`config.mk`:
```
export PLATFORM = sky130hd
export DESIGN_NAME = tdc_meas_seq
export DESIGN_NICKNAME = d
export VERILOG_FILES = /design/src/rtl/tdc_meas_seq.sv
export SDC_FILE = /design/constraint.sdc
export NUM_CORES = 1
export LEC_CHECK = 0
export CORE_ASPECT_RATIO = 1.5
export CORE_UTILIZATION = 48
export CTS_CLUSTER_SIZE = 12
export DETAILED_ROUTE_END_ITERATION = 10
export PLACE_DENSITY = 0.73
export SLEW_MARGIN = 20
export SYNTH_ARGS = -nofsm -noshare
export SYNTH_HDL_FRONTEND = slang
export SYNTH_SLANG_ARGS = --single-unit
```
`constraint.sdc`:
```
create_clock -name clk_i -period 3.7 [get_ports clk_i]
set_clock_uncertainty 0.15 [all_clocks]
set_input_delay 0.925 -clock clk_i [delete_from_list [all_inputs] [get_ports clk_i]]
set_output_delay 0.925 -clock clk_i [all_outputs]
set_load 0.05 [all_outputs]
```
`src/rtl/tdc_meas_seq.sv`:
```
// Host-side TDC measurement sequencer: drives launch/capture/valid pins and accumulates returned Hamming weights.
// Optional min/max tracking of accepted samples is enabled by defining TDC_SEQ_MINMAX_EN.
module tdc_meas_seq #(
    parameter int N       = 64,
    parameter int DLY_W   = 8,
    parameter int CNT_W   = 8,
    parameter int TIMEOUT = 15,
    localparam int HW_W   = $clog2(N) + 1
) (
    input  logic                    clk_i,
    input  logic                    rst_ni,
    input  logic                    start_i,
    input  logic [DLY_W-1:0]        cfg_delay_i,
    input  logic [CNT_W-1:0]        cfg_count_i,
    input  logic [3:0]              cfg_pg_i,
    output logic                    clk_launch_o,
    output logic                    clk_capture_o,
    output logic                    val_in_o,
    output logic                    pg_src_o,
    output logic                    pg_bypass_o,
    output logic                    pg_in_o,
    output logic                    pg_tog_o,
    input  logic [HW_W-1:0]         tdc_hw_i,
    input  logic                    tdc_val_i,
    output logic                    busy_o,
    output logic                    done_o,
    output logic                    err_timeout_o,
    output logic [HW_W+CNT_W-1:0]   acc_o,
    output logic [CNT_W-1:0]        n_valid_o
`ifdef TDC_SEQ_MINMAX_EN
    ,
    output logic [HW_W-1:0]         hw_min_o,
    output logic [HW_W-1:0]         hw_max_o
`endif
);
    localparam int TMO_W = $clog2(TIMEOUT + 1);
    localparam int ACC_W = HW_W + CNT_W;

    typedef enum logic [2:0] {
        IDLE, ARM, LAUNCH, DELAY, WAIT_V, RELEASE, WAIT_NV, DONE
    } state_t;

    state_t             state_q, state_d;
    logic [DLY_W-1:0]   dly_q, dly_d, cnt_q, cnt_d;
    logic [CNT_W-1:0]   rem_q, rem_d, nv_q, nv_d;
    logic [TMO_W-1:0]   tmo_q, tmo_d;
    logic [3:0]         pg_q, pg_d;
    logic [ACC_W-1:0]   acc_q, acc_d;
    logic               launch_q, launch_d, capture_q, capture_d, val_in_q, val_in_d;
    logic               busy_q, busy_d, done_q, done_d, err_q, err_d;
    logic               val_s1_q, val_s_q;
    logic [HW_W-1:0]    min_q, min_d, max_q, max_d;

    always_ff @(posedge clk_i or negedge rst_ni) begin
        if (!rst_ni) begin
            state_q   <= IDLE;
            dly_q     <= '0;
            cnt_q     <= '0;
            rem_q     <= '0;
            nv_q      <= '0;
            tmo_q     <= '0;
            pg_q      <= '0;
            acc_q     <= '0;
            launch_q  <= 1'b0;
            capture_q <= 1'b0;
            val_in_q  <= 1'b0;
            busy_q    <= 1'b0;
            done_q    <= 1'b0;
            err_q     <= 1'b0;
            val_s1_q  <= 1'b0;
            val_s_q   <= 1'b0;
            min_q     <= '0;
            max_q     <= '0;
        end else begin
            state_q   <= state_d;
            dly_q     <= dly_d;
            cnt_q     <= cnt_d;
            rem_q     <= rem_d;
            nv_q      <= nv_d;
            tmo_q     <= tmo_d;
            pg_q      <= pg_d;
            acc_q     <= acc_d;
            launch_q  <= launch_d;
            capture_q <= capture_d;
            val_in_q  <= val_in_d;
            busy_q    <= busy_d;
            done_q    <= done_d;
            err_q     <= err_d;
            val_s1_q  <= tdc_val_i;
            val_s_q   <= val_s1_q;
            min_q     <= min_d;
            max_q     <= max_d;
        end
    end

    // Pin-level outputs change on entry to the state that owns them, so every TDC-side signal is a flop.
    always_comb begin
        state_d   = state_q;
        dly_d     = dly_q;
        cnt_d     = cnt_q;
        rem_d     = rem_q;
        nv_d      = nv_q;
        tmo_d     = tmo_q;
        pg_d      = pg_q;
        acc_d     = acc_q;
        launch_d  = launch_q;
        capture_d = capture_q;
        val_in_d  = val_in_q;
        busy_d    = busy_q;
        done_d    = 1'b0;
        err_d     = err_q;
        min_d     = min_q;
        max_d     = max_q;
        unique case (state_q)
            IDLE: begin
                if (start_i) begin
                    dly_d  = cfg_delay_i;
                    rem_d  = cfg_count_i;
                    pg_d   = cfg_pg_i;
                    acc_d  = '0;
                    nv_d   = '0;
                    err_d  = 1'b0;
                    min_d  = '1;
                    max_d  = '0;
                    busy_d = 1'b1;
                    if (cfg_count_i == '0) begin
                        state_d = DONE;
                    end else begin
                        state_d  = ARM;
                        val_in_d = 1'b1;
                    end
                end
            end
            ARM: begin
                state_d  = LAUNCH;
                launch_d = 1'b1;
                cnt_d    = dly_q;
            end
            // Capture is raised when the counter reaches zero, giving cfg_delay+1 cycles after launch.
            LAUNCH: begin
                state_d = DELAY;
                if (cnt_q == '0) capture_d = 1'b1;
            end
            DELAY: begin
                if (cnt_q == '0) begin
                    state_d = WAIT_V;
                    tmo_d   = '0;
                end else begin
                    cnt_d = cnt_q - DLY_W'(1);
                    if (cnt_q == DLY_W'(1)) capture_d = 1'b1;
                end
            end
            WAIT_V: begin
                if (val_s_q || tmo_q == TMO_W'(TIMEOUT - 1)) begin
                    if (val_s_q) begin
                        acc_d = acc_q + ACC_W'(tdc_hw_i);
                        nv_d  = nv_q + CNT_W'(1);
                        if (tdc_hw_i < min_q) min_d = tdc_hw_i;
                        if (tdc_hw_i > max_q) max_d = tdc_hw_i;
                    end else begin
                        err_d = 1'b1;
                    end
                    state_d   = RELEASE;
                    val_in_d  = 1'b0;
                    launch_d  = 1'b0;
                    capture_d = 1'b0;
                end else begin
                    tmo_d = tmo_q + TMO_W'(1);
                end
            end
            RELEASE: begin
                state_d = WAIT_NV;
                tmo_d   = '0;
            end
            WAIT_NV: begin
                if (!val_s_q || tmo_q == TMO_W'(TIMEOUT - 1)) begin
                    if (val_s_q) err_d = 1'b1;
                    rem_d = rem_q - CNT_W'(1);
                    if (rem_q == CNT_W'(1)) begin
                        state_d = DONE;
                    end else begin
                        state_d  = ARM;
                        val_in_d = 1'b1;
                    end
                end else begin
                    tmo_d = tmo_q + TMO_W'(1);
                end
            end
            DONE: begin
                done_d  = 1'b1;
                busy_d  = 1'b0;
                state_d = IDLE;
            end
        endcase
    end

    assign clk_launch_o  = launch_q;
    assign clk_capture_o = capture_q;
    assign val_in_o      = val_in_q;
    assign pg_src_o      = pg_q[0];
    assign pg_bypass_o   = pg_q[1];
    assign pg_in_o       = pg_q[2];
    assign pg_tog_o      = pg_q[3];
    assign busy_o        = busy_q;
    assign done_o        = done_q;
    assign err_timeout_o = err_q;
    assign acc_o         = acc_q;
    assign n_valid_o     = nv_q;
`ifdef TDC_SEQ_MINMAX_EN
    assign hw_min_o      = min_q;
    assign hw_max_o      = max_q;
`endif

endmodule

```
==> qor.yml, run 1 <==
clock_network:
  clock_tree.buffer_depth: 2
  cts_tree: "done"
  worstSkewPairLatency_ps: 330
  cts_resized: 0
  ctsHtreeMaxLevel: 3
  root_buffer: "clkbuf_16"
  cts_sinks: 66
  post_cts_buffers: 0
  hold_buffers: 0
  cts_buffers: 9
  path_clk_slew_ps: 50
place:
  place.port_buffers: 63
  dp_cells: 540
  dp_hpwl_um: 6495
  place.gp.congestion: 0.8477
timing:
  relSlewSlack: 0.4804
  drv_slew: 0
  setup_viol: 0
  tns_ps: 0
  fmax_mhz: 350.9
  min_period_ps: 2850
  rsz0062_at_grt: "false"
  hold_viol: 0
  worstMarginPinSlew_ps: 779.4
  period_share: 0.7702
drt:
  drc: 0
  vias: 3234
  drt-total-wl_um: 9040
  drtAntennaViolNets: 0
  wl_per_cell_um: 16.26
  drtPass1Iterations: 4
  drt_iter0_markers: 225
  vias_per_cell: 5.817
yosys:
  async_flop_share: 1.000
  ys_top_cells_by_area: "dfrtp_1 44%, nand2_1 5.2%, ha_1 5.0%, a21oi_1 3.6%, a22o_1 2.1%"
  synth.cell_area_mm2: 0.003744
  synth_edf_count: 0
  syn_avg_cell_area_um2: 9.698
  synth_top_cell_by_area: "dfrtp_1"
  synthCells: 386
  synth_top_area_frac: 0.4412
  yosys.cell_types.count: 67
  ys_seq_elements: 66
  syn-num-nets: 433
  ys.flop_type: "dfrtp_1"
  yosysWarnings: 0
  ys_seq_area_frac: 0.4412
pwr:
  seq_power_share: 0.333
  p_int_uw: 2080
  p_clk_frac: 0.211
  p_leak_uw: 0.002028
  ir_worst_vdd_mv: 0.4800
  power.switching_uw: 1556
  pwr-share-comb: 0.455
  p_per_area_mw_per_mm2: 768.0
  total_power_uw: 3636
  swShare: 0.4279
global_route:
  antenna_found_initial: 0
  grt_util_met2: 0.4487
  grt_usage: 0.2453
  grt.overflow.total: 0
  grt_use_met1: 0.2669
  use_met3: 0.05273
  grt_pass1_wl_um: 15010
  top_usage_layer: "met2"
  grt_max_degree: 35
  grt_pass1_vias: 3225
die:
  dieArea_mm2: 0.008163
  die_x_um: 74.11
  io_pins: 64
  coreArea_mm2: 0.007564
  initial_utilization: 0.4950
  die_y_um: 110.2
  rows: 39
worst_setup_path:
  critPathMaxFanout: 8
  arrival_ps: 2960
  cpMaxStageDelayCell: "or4_1"
  slowest_delay_ps: 540
  cp.required_ps: 3810
  crit_family: "compound AO/OA/AOI/OAI gates"
  r2r_setup_slack_ps: 1240
  start_kind: "input port"
  path_class: "in2reg"
  worstSetupEndpointType: "register"
  critPathBufInv: 1
  crit_chain: "clkdlybuf4s50_1 -> ha_1 -> fa_1 -> a211oi_1 -> o211a_1 -> or4_1 -> a21oi_1"
layout:
  fin_nets: 496
  area_growth_pct: 26.47
  fin_util: 0.6260
  drive_gt1_frac: 0.07709
  final_cell_mix: "66 x dfrtp_1, 62 x clkdlybuf4s50_1, 52 x nand2_1"
  n_antenna_cell: 0
  final_common_cell: "dfrtp_1"
  final_cells: 556
hold_path:
  hp-class: "reg2reg"
run_status:
  status: "completed"
run:
  maxCapViolCount: 0
[registers in the layout (all words and copies together) (netlist names)]
register / cells
val_s_q: 1
val_in_o: 1
n_valid_o: 8
done_o: 1
cnt_q: 8
state_q: 3
acc_o: 15
pg_q: 4
dly_q: 8
clk_capture_o: 1
tmo_q: 4
clk_launch_o: 1
busy_o: 1
rem_q: 8
err_timeout_o: 1
val_s1_q: 1
[metrics by stage]
stage	area, um^2	hold WS (ps)	setup WS (ps)
floorplan	3744	181.2	1163
global placement	4469	183.4	609.1
detailed placement	4469	191.0	544.5
CTS	4735	202.9	856.3
global route	4735	207.6	689.4
finish	4735	204.7	850.4
[synth_stat cells (all sizes together), types with 9 or more instances]
library cell,instances
a21oi,27
a22o,9
buf,13
dfrtp,66
ha,15
inv,10
nand2,52
nand3,12
nor2,13
nor3,13
o21ai,20
o22ai,9
[cell families (layout without fill, tap and decap cells)]
family | after synthesis | count (layout) | synth area share
simple gates | 145 | 145 | 0.2119
compound gates | 117 | 117 | 0.2189
flops | 66 | 66 | 0.4412
buf+inv | 27 | 95 | 0.03275
fa+ha+maj | 16 | 16 | 0.05548
xor+xnor | 8 | 8 | 0.01871
mux | 7 | 7 | 0.02105
[worst paths after layout]
| path | start | endpoint | depth (start not counted) |
|---|---|---|---|
| setup reg to reg | state_q[0] | rem_q[1] | 4 |
| min in group asynchronous | rst_ni | acc_o[3] | 1 |
| hold / removal | val_s1_q | val_s_q | 0 |
| hold reg to reg | val_s1_q | val_s_q | 0 |
| max in group asynchronous | rst_ni | dly_q[7] | 2 |
| setup / recovery | tdc_hw_i[0] | acc_o[12] | 7 |
[layout make-up]
type / count / area (um^2)
Multi-Input combinational cell: 293 / 1969
Fill cell: 661 / 2829
Sequential cell: 66 / 1652
Tap cell: 102 / 127.6
Clock inverter: 3 / 15.01
Clock buffer: 13 / 250.2
Inverter: 10 / 37.54
Timing Repair Buffer: 69 / 683.2
[metal layers]
layer / part of all wire / vias up / wire length, um
met5: 0 / - / 0
li1: - / 1583 / -
met1: 0.40 / 1569 / 3623
met2: 0.55 / 68 / 4965
met3: 0.029 / 14 / 258
met4: 0.021 / 0 / 192
[power groups by stage]
stage	Sequential, uW	Clock [uW]	Combinational, uW
6_report	1210	767	1660
5_1_grt	1250	813	1830
4_1_cts	1210	775	1660
3_5_place_dp	1220	0	1660
3_3_place_gp	1210	0	1620
2_1_floorplan	1410	0	1000
No activity file was read; power rests on OpenSTA's default activity.
==> inputs of run 2 (changes only) <==
==> constraint.sdc (replaced) <==
create_clock -name clk_i -period 2.7 [get_ports clk_i]
set_clock_uncertainty 0.15 [all_clocks]
set_input_delay 0.675 -clock clk_i [delete_from_list [all_inputs] [get_ports clk_i]]
set_output_delay 0.675 -clock clk_i [all_outputs]
set_load 0.05 [all_outputs]
==> qor.yml, run 2 (synthesized netlist as in run 1, its figures left out) <==
timing:
  setup_viol: 0
  rsz0062_at_grt: "false"
  hold_ws_ps: 169.9
  fmax_mhz: 398.0
  min_period_ps: 2512
  hold_viol: 0
  worstMarginPinSlew_ps: 725.5
  relSlewSlack: 0.5119
  drv_slew: 0
  period_share: 0.9305
worst_setup_path:
  worstSetupEndpointType: "output pin"
  slowest_delay_ps: 860
  cpMaxStageDelayCell: "clkdlybuf4s50_1"
  cp.required_ps: 1880
  crit_chain: "clkdlybuf4s50_1"
  path_class: "reg2out"
  arrival_ps: 1690
  start_kind: "register"
  critPathBufInv: 1
  crit_family: "buffers and inverters"
  critPathMaxFanout: 8
pwr:
  ir_worst_vdd_mv: 0.6599
  swShare: 0.4130
  p_per_area_mw_per_mm2: 1070
  p_clk_frac: 0.226
  pwr-share-comb: 0.452
  seq_power_share: 0.322
  power.switching_uw: 2156
  p_int_uw: 3065
  p_leak_uw: 0.002114
hold_path:
  hp-class: "in2async"
layout:
  fin_nets: 510
  largest_register_ffs: 15
  finish.instance_area_mm2: 0.004880
  final_common_cell: "dfrtp_1"
  n_antenna_cell: 0
  fin_util: 0.6452
  area_growth_pct: 30.35
  drive_gt1_frac: 0.1071
  final_cell_mix: "66 x dfrtp_1, 62 x clkdlybuf4s50_1, 52 x nand2_1"
  final_cells: 569
drt:
  drtAntennaViolNets: 0
  drt_iter0_markers: 228
  drc: 0
  vias_per_cell: 5.893
  vias: 3353
  drtPass1Iterations: 4
  drt-total-wl_um: 9210
  wl_per_cell_um: 16.19
global_route:
  grt_max_degree: 36
  antenna_found_initial: 0
  grt_pass1_vias: 3432
  grt.overflow.total: 0
  grt_pass1_wl_um: 15900
  grt_usage: 0.2555
clock_network:
  cts_tree: "done"
  path_clk_slew_ps: 50
  ctsHtreeMaxLevel: 3
  post_cts_buffers: 0
  cts_resized: 0
  clock_tree.buffer_depth: 2
  hold_buffers: 0
  root_buffer: "clkbuf_16"
  worstSkewPairLatency_ps: 330
  cts_sinks: 66
  cts_buffers: 9
die:
  die_x_um: 74.11
  initial_utilization: 0.4950
  coreArea_mm2: 0.007564
  rows: 39
  dieArea_mm2: 0.008163
  die_y_um: 110.2
  io_pins: 64
place:
  place.port_buffers: 63
  dp_cells: 554
  place.gp.congestion: 0.8235
  dp_hpwl_um: 6746
  dpl_cell_area_mm2: 0.004574
run_status:
  status: "completed"
run:
  maxCapViolCount: 0
## run 2: layout make-up
class	instances	area [um^2]
clock inverter	2	35.03
sequential	66	1652
clock buffer	13	270.3
multi-input combinational	293	1969
tap	102	127.6
timing repair buffer	83	788.3
fill	635	2684
inverter	10	37.54
## run 2: metal layers
layer / GRT usage / vias up / wire length [um]
met2: 0.4610 / 96 / 4988
met5: 0 / - / 0
met4: 0.1223 / 0 / 231
li1: - / 1602 / -
met3: 0.04818 / 19 / 361
met1: 0.2821 / 1636 / 3629
## run 2: path summary, 6_finish.rpt
kind / from / endpoint / slack [ps] / cells after the start
worst min-delay path: rst_ni / acc_o[2] / 170 / 1
worst max register to register: state_q[1] / acc_o[10] / 520 / 4
worst min register to register: val_s1_q / val_s_q / 210 / 0
min in group clk_i: val_s1_q / val_s_q / 210 / 0
max in group asynchronous: rst_ni / state_q[1] / 1660 / 2
worst max-delay path: acc_o[7] / acc_o[7] / 190 / 1
## run 2: power groups by stage
| stage | combinational [uW] | clock (uW) | sequential [uW] |
|---|---|---|---|
| 2_1_floorplan | 1380 | 0 | 1930 |
| 3_3_place_gp | 2300 | 0 | 1680 |
| 3_5_place_dp | 2350 | 0 | 1690 |
| 4_1_cts | 2370 | 1200 | 1680 |
| 5_1_grt | 2610 | 1250 | 1730 |
| 6_report | 2360 | 1180 | 1680 |
## run 2: metrics by stage
step / setup TNS, ps / total power [uW] / worst slack, ps
3_5_place_dp: -589.3 / 4042 / -126.7
3_3_place_gp: -269.1 / 3974 / -72.32
5_1_grt: 0 / 5584 / 59.77
6_report: 0 / 5222 / 187.6
4_1_cts: 0 / 5242 / 181.3
2_1_floorplan: 0 / 3306 / 353.2
==> inputs of run 3 (changes only) <==
--- a/config.mk
+++ b/config.mk
@@ -5,11 +5,13 @@
 export SDC_FILE = /design/constraint.sdc
 export NUM_CORES = 1
 export LEC_CHECK = 0
+export CELL_PAD_IN_SITES_DETAIL_PLACEMENT = 2
+export CELL_PAD_IN_SITES_GLOBAL_PLACEMENT = 2
 export CORE_ASPECT_RATIO = 1.5
-export CORE_UTILIZATION = 48
+export CORE_UTILIZATION = 33
 export CTS_CLUSTER_SIZE = 12
 export DETAILED_ROUTE_END_ITERATION = 10
-export PLACE_DENSITY = 0.73
+export PLACE_DENSITY_LB_ADDON = 0.1
 export SLEW_MARGIN = 20
 export SYNTH_ARGS = -nofsm -noshare
 export SYNTH_HDL_FRONTEND = slang
==> qor.yml, run 3 (synthesized netlist as in run 1, its figures left out) <==
die:
  initial_utilization: 0.3386
  rows: 47
  dieArea_mm2: 0.01178
  io_pins: 64
  die_x_um: 88.97
  coreArea_mm2: 0.01106
  die_y_um: 132.4
clock_network:
  cts_sinks: 66
  ctsHtreeMaxLevel: 3
  root_buffer: "clkbuf_16"
  cts_tree: "done"
  clock_tree.buffer_depth: 2
  path_clk_slew_ps: 60
  worstSkewPairLatency_ps: 330
  cts_resized: 0
  hold_buffers: 0
  post_cts_buffers: 0
  cts_buffers: 9
layout:
  drive_gt1_frac: 0.1163
  largest_register_ffs: 15
  final_cell_mix: "66 x dfrtp_1, 62 x clkdlybuf4s50_1, 52 x nand2_1"
  final_common_cell: "dfrtp_1"
  n_antenna_cell: 0
  fin_nets: 516
  area_growth_pct: 32.55
worst_setup_path:
  r2r_setup_slack_ps: 460
  cp-startpoint: "tdc_hw_i[0]"
  r2r_cells: 6
  crit_chain: "clkdlybuf4s50_1 -> ha_1 -> fa_1 -> a211oi_1 -> o211a_1 -> or4_1 -> a21oi_1"
  r2r-start: "acc_o[0]"
  critPathCapture: "acc_o[10]"
  path_depth: 7
  critPathMaxFanout: 8
  reg2reg_to: "acc_o[8]"
  arrival_ps: 2700
  cpMaxStageDelayCell: "or4_1"
  path_class: "in2reg"
  crit_family: "compound AO/OA/AOI/OAI gates"
  slowest_delay_ps: 540
  critPathBufInv: 1
  cp.required_ps: 2800
  worstSetupEndpointType: "register"
  start_kind: "input port"
drt:
  drt-met1-wl_um: 4357
  top_layer: "met4"
  met3_wirelength_um: 284
  vias_per_cell: 5.539
  drt_iter0_markers: 77
  drtPass1Iterations: 4
  drt-total-wl_um: 11960
  wl_per_cell_um: 19.29
  vias: 3434
  drc: 0
  drtAntennaViolNets: 0
  met2WireLength_um: 7089
timing:
  rsz0062_at_grt: "false"
  period_share: 0.9624
  relSlewSlack: 0.4952
  hold_ws_ps: 191.5
  min_period_ps: 2599
  drv_slew: 0
  setup_viol: 0
  fmax_mhz: 384.8
  worstMarginPinSlew_ps: 750.2
  hold_viol: 0
  tns_ps: 0
place:
  place.gp.congestion: 0.7472
  place.port_buffers: 63
  dp_hpwl_um: 8904
global_route:
  grt.overflow.total: 0
  antenna_found_initial: 0
  grt_usage: 0.2158
  grt_pass1_wl_um: 19190
  grt_pass1_vias: 3795
  grt_max_degree: 67
pwr:
  p_per_area_mw_per_mm2: 1077
  ir_worst_vdd_mv: 0.4016
  p_leak_uw: 0.002135
run_status:
  status: "completed"
hold_path:
  hp-class: "in2async"
run:
  maxCapViolCount: 0
[run 3: cell count changes in the layout (fill, tap and decap cells not counted)]
cell	change
buf_4	+6
clkbuf_1	+1
clkbuf_8	-2
clkinv_2	+1
[run 3: area by class of cell]
cell class	instances	area, um^2
well taps	147	183.9
multi-input cells	293	1969
clock inverters	3	40.04
inverters	10	37.54
clock buffers	12	246.5
repair buffers	89	833.3
flip-flops and latches	66	1652
fillers	1241	6093
[run 3: power breakdown]
part	switching [uW]	total (uW)	internal [uW]
Combinational	1510	2510	998
Sequential	367	1680	1320
Clock	421	1150	732
[run 3: worst reg2reg max path: stages (launching register included)]
cell      delay [ps]
dfrtp_1          400
ha_1             230
fa_1             410
a211oi_1         320
o211a_1          360
o21ai_0          150
a21oi_1          140
[run 3: through the flow]
step	cells	setup WS [ps]	instance area, um^2	total power, uW	utilization
5_1_grt	620	11.02	4962	5684	0.4488
3_5_place_dp	605	-224.2	4676	4231	0.4229
3_3_place_gp	605	-175.6	4676	4096	0.4229
6_report	620	101.5	4962	5345	0.4488
4_1_cts	620	103.0	4962	5423	0.4488
2_1_floorplan	386	353.2	3744	3306	-
[run 3: how the worst min path moves through the flow]
stage / endpoint / slack, ps / depth (start not counted)
global route: acc_o[1] / 230 / 2
global placement: val_s_q / 230 / 0
floorplan: val_s_q / 180 / 0
finish: acc_o[1] / 190 / 2
CTS: acc_o[1] / 240 / 2
detailed placement: val_s_q / 220 / 0
[run 3: metal layers]
metal / vias to the layer above / GRT usage
met2: 55 / 0.4359
met4: 0 / 0.07319
li1: 1612 / -
met1: 1753 / 0.2130
met5: - / 0
met3: 14 / 0.02932
